$ cat config.mk
export PLATFORM = sky130hd
export DESIGN_NAME = lcd_hex_streamer
export DESIGN_NICKNAME = d
export VERILOG_FILES = /design/src/rtl/lcd_pkg.sv /design/src/rtl/lcd_nibble_map.sv /design/src/rtl/lcd_hex_streamer.sv
export SDC_FILE = /design/constraint.sdc
export NUM_CORES = 1
export LEC_CHECK = 0
export BUFFER_PORTS_ARGS = -buffer_cell sky130_fd_sc_hd__buf_2
export CELL_PAD_IN_SITES_DETAIL_PLACEMENT = 0
export CELL_PAD_IN_SITES_GLOBAL_PLACEMENT = 1
export CORE_ASPECT_RATIO = 0.7
export CORE_UTILIZATION = 35
export CTS_BUF_LIST = sky130_fd_sc_hd__clkbuf_8
export CTS_CLUSTER_SIZE = 28
export DETAILED_ROUTE_END_ITERATION = 8
export PLACE_DENSITY_LB_ADDON = 0.1
export SYNTH_ARGS = -nofsm -noshare
export SYNTH_HDL_FRONTEND = slang
export SYNTH_HIERARCHICAL = 1
export SYNTH_SLANG_ARGS = --single-unit
$ cat constraint.sdc
create_clock -name clk -period 2.6 [get_ports clk]
set_input_delay 0.13 -clock clk [delete_from_list [all_inputs] [get_ports clk]]
set_output_delay 0.13 -clock clk [all_outputs]
set_load 0.005 [all_outputs]
$ cat src/rtl/lcd_pkg.sv
// Shared LCD character constants, character type and the hex streamer state encoding.
package lcd_pkg;

  typedef logic [7:0] lcd_char_t;

  localparam lcd_char_t LCD_CHR_ZERO       = 8'h30;
  localparam lcd_char_t LCD_CHR_SPACE      = 8'h20;
  localparam lcd_char_t LCD_CGRAM_HEX_BASE = 8'h81;
  localparam lcd_char_t LCD_ASCII_A        = 8'h41;

  typedef enum logic {
    IDLE = 1'b0,
    SEND = 1'b1
  } lcd_hex_state_e;

endpackage

$ cat src/rtl/lcd_nibble_map.sv
// Combinational hex nibble to LCD character code; blank forces a space glyph.
module lcd_nibble_map
  import lcd_pkg::*;
#(
  parameter int ALPHA_MODE = 0
) (
  input  logic [3:0] nibble,
  input  logic       blank,
  output lcd_char_t  code
);

  always_comb begin
    code = LCD_CHR_ZERO;
    if (blank) begin
      code = LCD_CHR_SPACE;
    end else if (nibble < 4'd10) begin
      code = LCD_CHR_ZERO + {4'h0, nibble};
    end else if (ALPHA_MODE != 0) begin
      code = LCD_ASCII_A + {4'h0, nibble} - 8'd10;
    end else begin
      code = LCD_CGRAM_HEX_BASE + {4'h0, nibble} - 8'd10;
    end
  end

endmodule

$ cat src/rtl/lcd_hex_streamer.sv
// Streams a NIBBLES-wide hex word as LCD character codes, MS nibble first.
// Optional leading-zero blanking is built when LCD_HEX_LZ_BLANK_EN is defined.
module lcd_hex_streamer
  import lcd_pkg::*;
#(
  parameter int NIBBLES    = 4,
  parameter int ALPHA_MODE = 0
) (
  input  logic                   clk,
  input  logic                   rst_n,
  input  logic                   in_valid,
  output logic                   in_ready,
  input  logic [4*NIBBLES-1:0]   in_data,
  output logic                   out_valid,
  input  logic                   out_ready,
  output logic [7:0]             out_code,
  output logic                   out_last,
  output logic                   busy
);

  localparam int IDX_W = (NIBBLES > 1) ? $clog2(NIBBLES) : 1;
  localparam logic [IDX_W-1:0] IDX_TOP = IDX_W'(NIBBLES - 1);
  localparam logic LAST_AT_ACCEPT = (NIBBLES == 1);

  lcd_hex_state_e        state_q, state_nxt;
  logic [4*NIBBLES-1:0]  word_p0, word_nxt;
  logic [IDX_W-1:0]      idx_p0, idx_nxt, idx_dec;
  logic                  vld_p0, vld_nxt;
  logic                  last_p0, last_nxt;
  lcd_char_t             code_p0, code_nxt;
  lcd_char_t             map_code;
  logic [3:0]            nib_sel;
  logic                  blank_sel;
  logic [4*NIBBLES-1:0]  word_shift;

  assign in_ready  = (state_q == IDLE);
  assign busy      = (state_q == SEND);
  assign out_valid = vld_p0;
  assign out_last  = last_p0;
  assign out_code  = code_p0;

  // Next-nibble select: top of the incoming word at accept, else the next lower stored nibble.
  assign idx_dec    = idx_p0 - 1'b1;
  assign word_shift = word_p0 >> {idx_dec, 2'b00};
  assign nib_sel    = (state_q == IDLE) ? in_data[4*NIBBLES-1 -: 4] : word_shift[3:0];

`ifdef LCD_HEX_LZ_BLANK_EN
  logic blank_p0, blank_nxt;

  // Blanking runs while nibbles stay zero and never touches the LS digit.
  always_comb begin
    if (state_q == IDLE) begin
      blank_sel = (NIBBLES > 1) && (nib_sel == 4'h0);
    end else begin
      blank_sel = blank_p0 && (nib_sel == 4'h0) && (idx_dec != '0);
    end
    blank_nxt = blank_p0;
    if ((state_q == IDLE && in_valid) ||
        (state_q == SEND && out_ready && !last_p0)) begin
      blank_nxt = blank_sel;
    end
  end

  always_ff @(posedge clk or negedge rst_n) begin
    if (!rst_n) begin
      blank_p0 <= 1'b0;
    end else begin
      blank_p0 <= blank_nxt;
    end
  end
`else
  assign blank_sel = 1'b0;
`endif

  lcd_nibble_map #(
    .ALPHA_MODE (ALPHA_MODE)
  ) u_map (
    .nibble (nib_sel),
    .blank  (blank_sel),
    .code   (map_code)
  );

  always_comb begin
    state_nxt = state_q;
    word_nxt  = word_p0;
    idx_nxt   = idx_p0;
    vld_nxt   = vld_p0;
    last_nxt  = last_p0;
    code_nxt  = code_p0;
    case (state_q)
      IDLE: begin
        if (in_valid) begin
          word_nxt  = in_data;
          idx_nxt   = IDX_TOP;
          vld_nxt   = 1'b1;
          last_nxt  = LAST_AT_ACCEPT;
          code_nxt  = map_code;
          state_nxt = SEND;
        end
      end
      SEND: begin
        if (out_ready) begin
          if (last_p0) begin
            vld_nxt   = 1'b0;
            last_nxt  = 1'b0;
            state_nxt = IDLE;
          end else begin
            idx_nxt  = idx_dec;
            code_nxt = map_code;
            last_nxt = (idx_dec == '0);
          end
        end
      end
      default: state_nxt = IDLE;
    endcase
  end

  always_ff @(posedge clk or negedge rst_n) begin
    if (!rst_n) begin
      state_q <= IDLE;
    end else begin
      state_q <= state_nxt;
    end
  end

  // Output stage: registered character, valid and last flag.
  always_ff @(posedge clk or negedge rst_n) begin
    if (!rst_n) begin
      word_p0 <= '0;
      idx_p0  <= '0;
      vld_p0  <= 1'b0;
      last_p0 <= 1'b0;
      code_p0 <= 8'h00;
    end else begin
      word_p0 <= word_nxt;
      idx_p0  <= idx_nxt;
      vld_p0  <= vld_nxt;
      last_p0 <= last_nxt;
      code_p0 <= code_nxt;
    end
  end

endmodule

==> impl_metrics.csv, run 1 <==
group,metric,value,unit
clock_tree,clock_latency,280,ps
timing,rsz0062_at_grt,"no",
logic_synthesis,synthArstFlopShare,1.00,
timing,slew_headroom,0.561,
global_route,antenna_found_initial,0,
clock_tree,cts.sinks,29,
setup_path,setup.worst_path.start_class,"flop",
final_layout,drive_above_1_share,0.463,
timing,drv_slew,0,
floorplan,start_util,0.374,
final_layout,fill_cells,384,
placed_design,postPlaceCellArea,1730,um^2
route,drt-initial-drc-count,25,
setup_path,cp_max_fo,9,
final_layout,stdcell_area,1820,um^2
timing,worstMarginPinSlew,659,ps
placed_design,dpl.hpwl,2190,um
pwr,p_per_area,1420,nW/um^2
setup_path,end_kind,"flop",
logic_synthesis,avgSynthCellArea,12.4,um^2
clock_tree,htreeDepth,2,
placed_design,routabilityCongestion,0.711,
clock_tree,cts_setup_buffers,0,
timing,whs,82.0,ps
global_route,grt_pass1_wl,5220,um
timing,fmax,410,MHz
logic_synthesis,yosysSeqAreaShare,0.483,
floorplan,die_w,80.3,um
hold_path,hold_path_startpoint,"in_data[3]",
route,drtAntennaViolNets,0,
timing,setup_viol,0,
global_route,overflow,0,
setup_path,r2r-start,"idx_p0[0]$_DFFE_PN0P_",
route,wl,2970,um
floorplan,die_area,4560,um^2
logic_synthesis,yosys_warnings,6,
route,vias,1019,
setup_path,arrival,2600,ps
logic_synthesis,syn_inst,121,
route,drt_pass1_iterations,2,
floorplan,core-area,4020,um^2
timing,fin_skew,8.41,ps
hold_path,hold_path_class,"input pin to flop",
final_layout,syn_to_final_growth,21.3,%
floorplan,die-height,56.8,um
clock_tree,max-clock-path-buffers,2,
pwr,p_leak,0.879,nW
flow_run,max-cap-violations,0,
floorplan,fp-row-count,19,
global_route,grt_pass1_vias,1088,
global_route,grt_use_total,0.157,
final_layout,multi_input_area,731,um^2
setup_path,crit_start,"idx_p0[0]$_DFFE_PN0P_",
clock_tree,cts_tree,"yes",
logic_synthesis,syn-cell-area,1500,um^2
logic_synthesis,synth_cell_types,32,
route,post_drt_wl_per_cell,13.8,um
timing,fin_tns_setup,0,ps
final_layout,antenna_cells,0,
setup_path,critPathRequiredTime,2770,ps
route,drc_errors,0,
clock_tree,cts.reportedPaths.clkPinSlew,60,ps
timing,min_period_over_period,0.937,
clock_tree,cts-root-buf,"clkbuf_8",
logic_synthesis,synth_ff_type,"dfrtp_1",
outcome,status,"complete, no violations",
final_layout,seq_area,727,um^2
clock_tree,cts_buffers,5,
pwr,max-vdd-ir-drop,0.595,mV
final_layout,final_util,0.454,
final_layout,nNetsFinal,187,
global_route,grt_max_degree,30,
logic_synthesis,synth-edff-count,0,
route,via_per_inst,4.72,
logic_synthesis,synth-seq-cells,29,
timing,fin_crit,2440,ps
timing,hold_viol_final,0,
setup_path,path_class,"flop to flop",
placed_design,io_buffers,31,
floorplan,io_pins,32,
-- cell type report --
class	count	share of cell area
multi-input cells	87	0.401
repair buffers	36	0.107
inverters	5	0.0103
well taps	52	0.0357
clock inverters	1	0.00206
flip-flops and latches	29	0.399
clock buffers	6	0.0453
-- stage by stage --
| step | setup slack (ps) | cells | power, mW |
|---|---|---|---|
| 6_report | 164 | 216 | 2.58 |
| 5_1_grt | 7.88 | 216 | 2.81 |
| 4_1_cts | 108 | 216 | 2.61 |
| 3_5_place_dp | 109 | 208 | 2.22 |
| 3_3_place_gp | 216 | 208 | 2.18 |
| 2_1_floorplan | 317 | 126 | 1.88 |
-- synth_stat cells (2+ instances only) --
cell	number	area share
nand2_1	6	0.015
dfrtp_1	29	0.48
nor2b_1	3	0.012
o21ai_0	2	0.0067
inv_1	3	0.0075
xnor2_1	2	0.012
buf_6	3	0.022
mux2_4	8	0.080
nor2_1	11	0.027
a21oi_1	5	0.017
mux2_2	20	0.15
mux2i_1	4	0.027
ha_1	3	0.025
a221o_1	4	0.027
-- critical path, stage by stage, from the launching register on --
cell and delay [ps]:
dfrtp_2 490, ha_1 350, nand2_1 150, nor2_1 70
a221o_1 350, nor2_1 150, nand2_1 70, ha_1 270
o21a_1 180, mux2_4 250
-- flip-flops by register name, summed over array words and instances, names as in the netlist --
register,flops
word_p0,16
out_code,8
out_valid,1
out_last,1
busy,1
idx_p0,2
-- metal layers --
metal,global-route usage,share of wire,vias to the layer above
met5,0,0,-
met4,0.0689,0.013,0
met3,0.0488,0.041,6
met2,0.222,0.44,20
met1,0.219,0.51,490
li1,-,-,503
-- path summary, 6_finish.rpt --
kind                                           endpoint  slack (ps)  cells after the start
max in group asynchronous         idx_p0[0]$_DFFE_PN0P_        1710                      2
min in group asynchronous       out_code[2]$_DFFE_PN0P_         410                      2
worst max register to register  out_code[3]$_DFFE_PN0P_         160                      9
worst min-delay path             word_p0[3]$_DFFE_PN0P_          80                      2
worst max-delay path            out_code[3]$_DFFE_PN0P_         160                      9
worst min register to register   word_p0[6]$_DFFE_PN0P_         510                      1
-- cells by family after synthesis --
| kind of cell | share of synthesized area |
|---|---|
| flops | 0.483 |
| simple gates | 0.0933 |
| mux | 0.256 |
| buf+inv | 0.0433 |
| fa+ha+maj | 0.0250 |
| xor+xnor | 0.0117 |
| other cells | 0.00250 |
| compound gates | 0.0849 |
-- cells in the final DEF (no fill, tap or decap), types with 3 or more instances in the layout --
master and n:
ha_1 3, clkbuf_8 6, dfrtp_1 28, buf_2 31, a221o_1 4, mux2i_1 4, buf_4 4, nor2b_1 3
a21oi_1 5, inv_1 4, mux2_4 8, nor2_1 11, mux2_2 20, conb_1 6, nand2_1 6
-- power breakdown --
part	total (mW)	internal (mW)	leakage [nW]	switching [mW]
logic	1.42	0.739	0.479	0.681
registers	0.793	0.662	0.352	0.131
clock network	0.369	0.206	0.0485	0.164
total	2.58	1.61	0.879	0.976
-- what timing repair did --
action	in CTS	in global routing
endpoints found under the hold margin	29	0
endpoints found under the setup margin	0	2
hold buffers	1	0
resized for setup	0	1
Note: power is estimated with default switching activity, not from simulation.
==> run 2, diff against run 1 <==
- RECOVER_POWER: default -> 50
- clock period: 2.6 -> 2.2 ns (I/O delays scaled with it)
==> impl_metrics.csv, run 2 (synthesis gave the netlist of run 1 again) <==
group,metric,value,unit
outcome,status,"finished with violations",
outcome,failed_checks,"capacitance limit, slew limit, setup timing",
final_layout,largest_reg_flops,16,
setup_path,critPathRequiredTime,2370,ps
timing,whs,60.4,ps
floorplan,die-height,56.8,um
route,drt_pass1_iterations,4,
setup_path,worst_path_dominant_cell_family,"compound AO/OA/AOI/OAI gates",
setup_path,path_class,"flop to flop",
clock_tree,clock_latency,280,ps
setup_path,max_stage_delay,420,ps
timing,rsz0062_at_grt,"yes",
flow_run,max-cap-violations,1,
timing,worstMarginPinSlew,1550,ps
placed_design,postPlaceCellArea,1790,um^2
hold_path,hold_path_class,"input pin to flop",
timing,min_period_over_period,1.01,
timing,hold_viol_final,0,
final_layout,seq_area,726,um^2
pwr,power.total,3.64,mW
timing,fmax,451,MHz
floorplan,die_area,4560,um^2
pwr,max-vdd-ir-drop,0.769,mV
setup_path,cp_num_buf_inv,3,
floorplan,start_util,0.374,
final_layout,syn_to_final_growth,33.7,%
setup_path,cp_max_fo,6,
floorplan,io_pins,32,
route,vias,1096,
route,drt-initial-drc-count,70,
timing,slew_headroom,-0.0331,
global_route,grtUsageMet1,0.221,
clock_tree,cts-root-buf,"clkbuf_8",
route,drtAntennaViolNets,0,
clock_tree,cts.reportedPaths.clkPinSlew,60,ps
pwr,p_leak,0.944,nW
placed_design,dp_cells,217,
placed_design,dp_slack,-93.6,ps
timing,drv_slew,30,
clock_tree,cts_buffers,5,
global_route,use_met2,0.223,
final_layout,drive_above_1_share,0.550,
placed_design,dpl.hpwl,2230,um
final_layout,layout_common_cells,"29 x dfrtp_1, 27 x buf_2, 19 x mux2_2, 15 x buf_4, 9 x mux2_4",
timing,fin_tns_setup,-33.8,ps
timing,worst_slack,-19.3,ps
clock_tree,cts.sinks,29,
final_layout,fill_cells,387,
final_layout,nNetsFinal,203,
global_route,grt_use_total,0.160,
clock_tree,max-clock-path-buffers,2,
floorplan,die_w,80.3,um
final_layout,antenna_cells,0,
setup_path,path_cells,"buf_6, buf_6, mux2i_2, nor2_1, a221o_1, buf_4, o21ai_0, xnor2_1, nor2_1, mux2_4",
floorplan,core-area,4020,um^2
timing,fin_crit,2220,ps
floorplan,fp-row-count,19,
pwr,p_per_area,1810,nW/um^2
placed_design,routabilityCongestion,0.780,
global_route,use_met3,0.0504,
global_route,grt_pass1_wl,5320,um
global_route,grt_pass1_vias,1156,
final_layout,top_register,"word_p0",
setup_path,crit_path_top_delay_cell,"dfrtp_1",
route,drc_errors,0,
route,post_drt_wl_per_cell,13.1,um
placed_design,io_buffers,31,
setup_path,end_kind,"flop",
final_layout,final_common_cell,"dfrtp_1",
global_route,overflow,0,
final_layout,multi_input_area,788,um^2
setup_path,arrival,2390,ps
final_layout,stdcell_count,232,
timing,fin_skew,3.74,ps
timing,setup_viol,2,
global_route,grt_busiest_layer,"met2",
setup_path,setup.worst_path.start_class,"flop",
clock_tree,htreeDepth,2,
global_route,antenna_found_initial,0,
final_layout,stdcell_area,2010,um^2
route,wl,3040,um
clock_tree,cts_tree,"yes",
global_route,grt_max_degree,30,
final_layout,final_util,0.500,
route,via_per_inst,4.72,
## run 2: where the power goes
part           leakage, nW  internal [mW]  switching (mW)
Combinational        0.542           1.30           0.967
Sequential           0.353          0.781           0.156
Clock               0.0485          0.243           0.189
## run 2: cell type report
class	instances	share of cell area
Sequential cell	29	0.361
Inverter	5	0.0112
Multi-Input combinational cell	87	0.392
Tap cell	52	0.0324
Clock buffer	6	0.0411
Clock inverter	1	0.00187
Timing Repair Buffer	52	0.160
## run 2: repair_timing
item	4_1_cts	5_1_grt
cloned	0	0
hold buffers	1	0
pin swaps	4	0
buffers inserted	3	4
endpoints found under the setup margin	3	8
endpoints found under the hold margin	29	0
gates resized for setup	10	11
## run 2: final timing paths
check	from	end	slack [ps]	depth (start not counted)
worst max register to register	idx_p0[0]$_DFFE_PN0P_	out_code[0]$_DFFE_PN0P_	-20	10
worst min-delay path	in_data[9]	word_p0[9]$_DFFE_PN0P_	60	2
max in group asynchronous	rst_n	word_p0[8]$_DFFE_PN0P_	550	2
min in group asynchronous	rst_n	out_code[2]$_DFFE_PN0P_	750	2
worst min register to register	idx_p0[1]$_DFFE_PN0P_	idx_p0[1]$_DFFE_PN0P_	490	1
worst max-delay path	idx_p0[0]$_DFFE_PN0P_	out_code[0]$_DFFE_PN0P_	-20	10
## run 2: worst register-to-register path: stages (launching register included)
cell	delay, ps
dfrtp_1	420
buf_6	160
buf_6	100
mux2i_2	230
nor2_1	60
a221o_1	300
buf_4	170
o21ai_0	200
xnor2_1	160
nor2_1	60
mux2_4	250
## run 2: routing by layer
layer,vias up,part of all wire
met5,-,0
met4,0,0.020
met3,8,0.045
met2,23,0.43
met1,526,0.50
li1,539,-
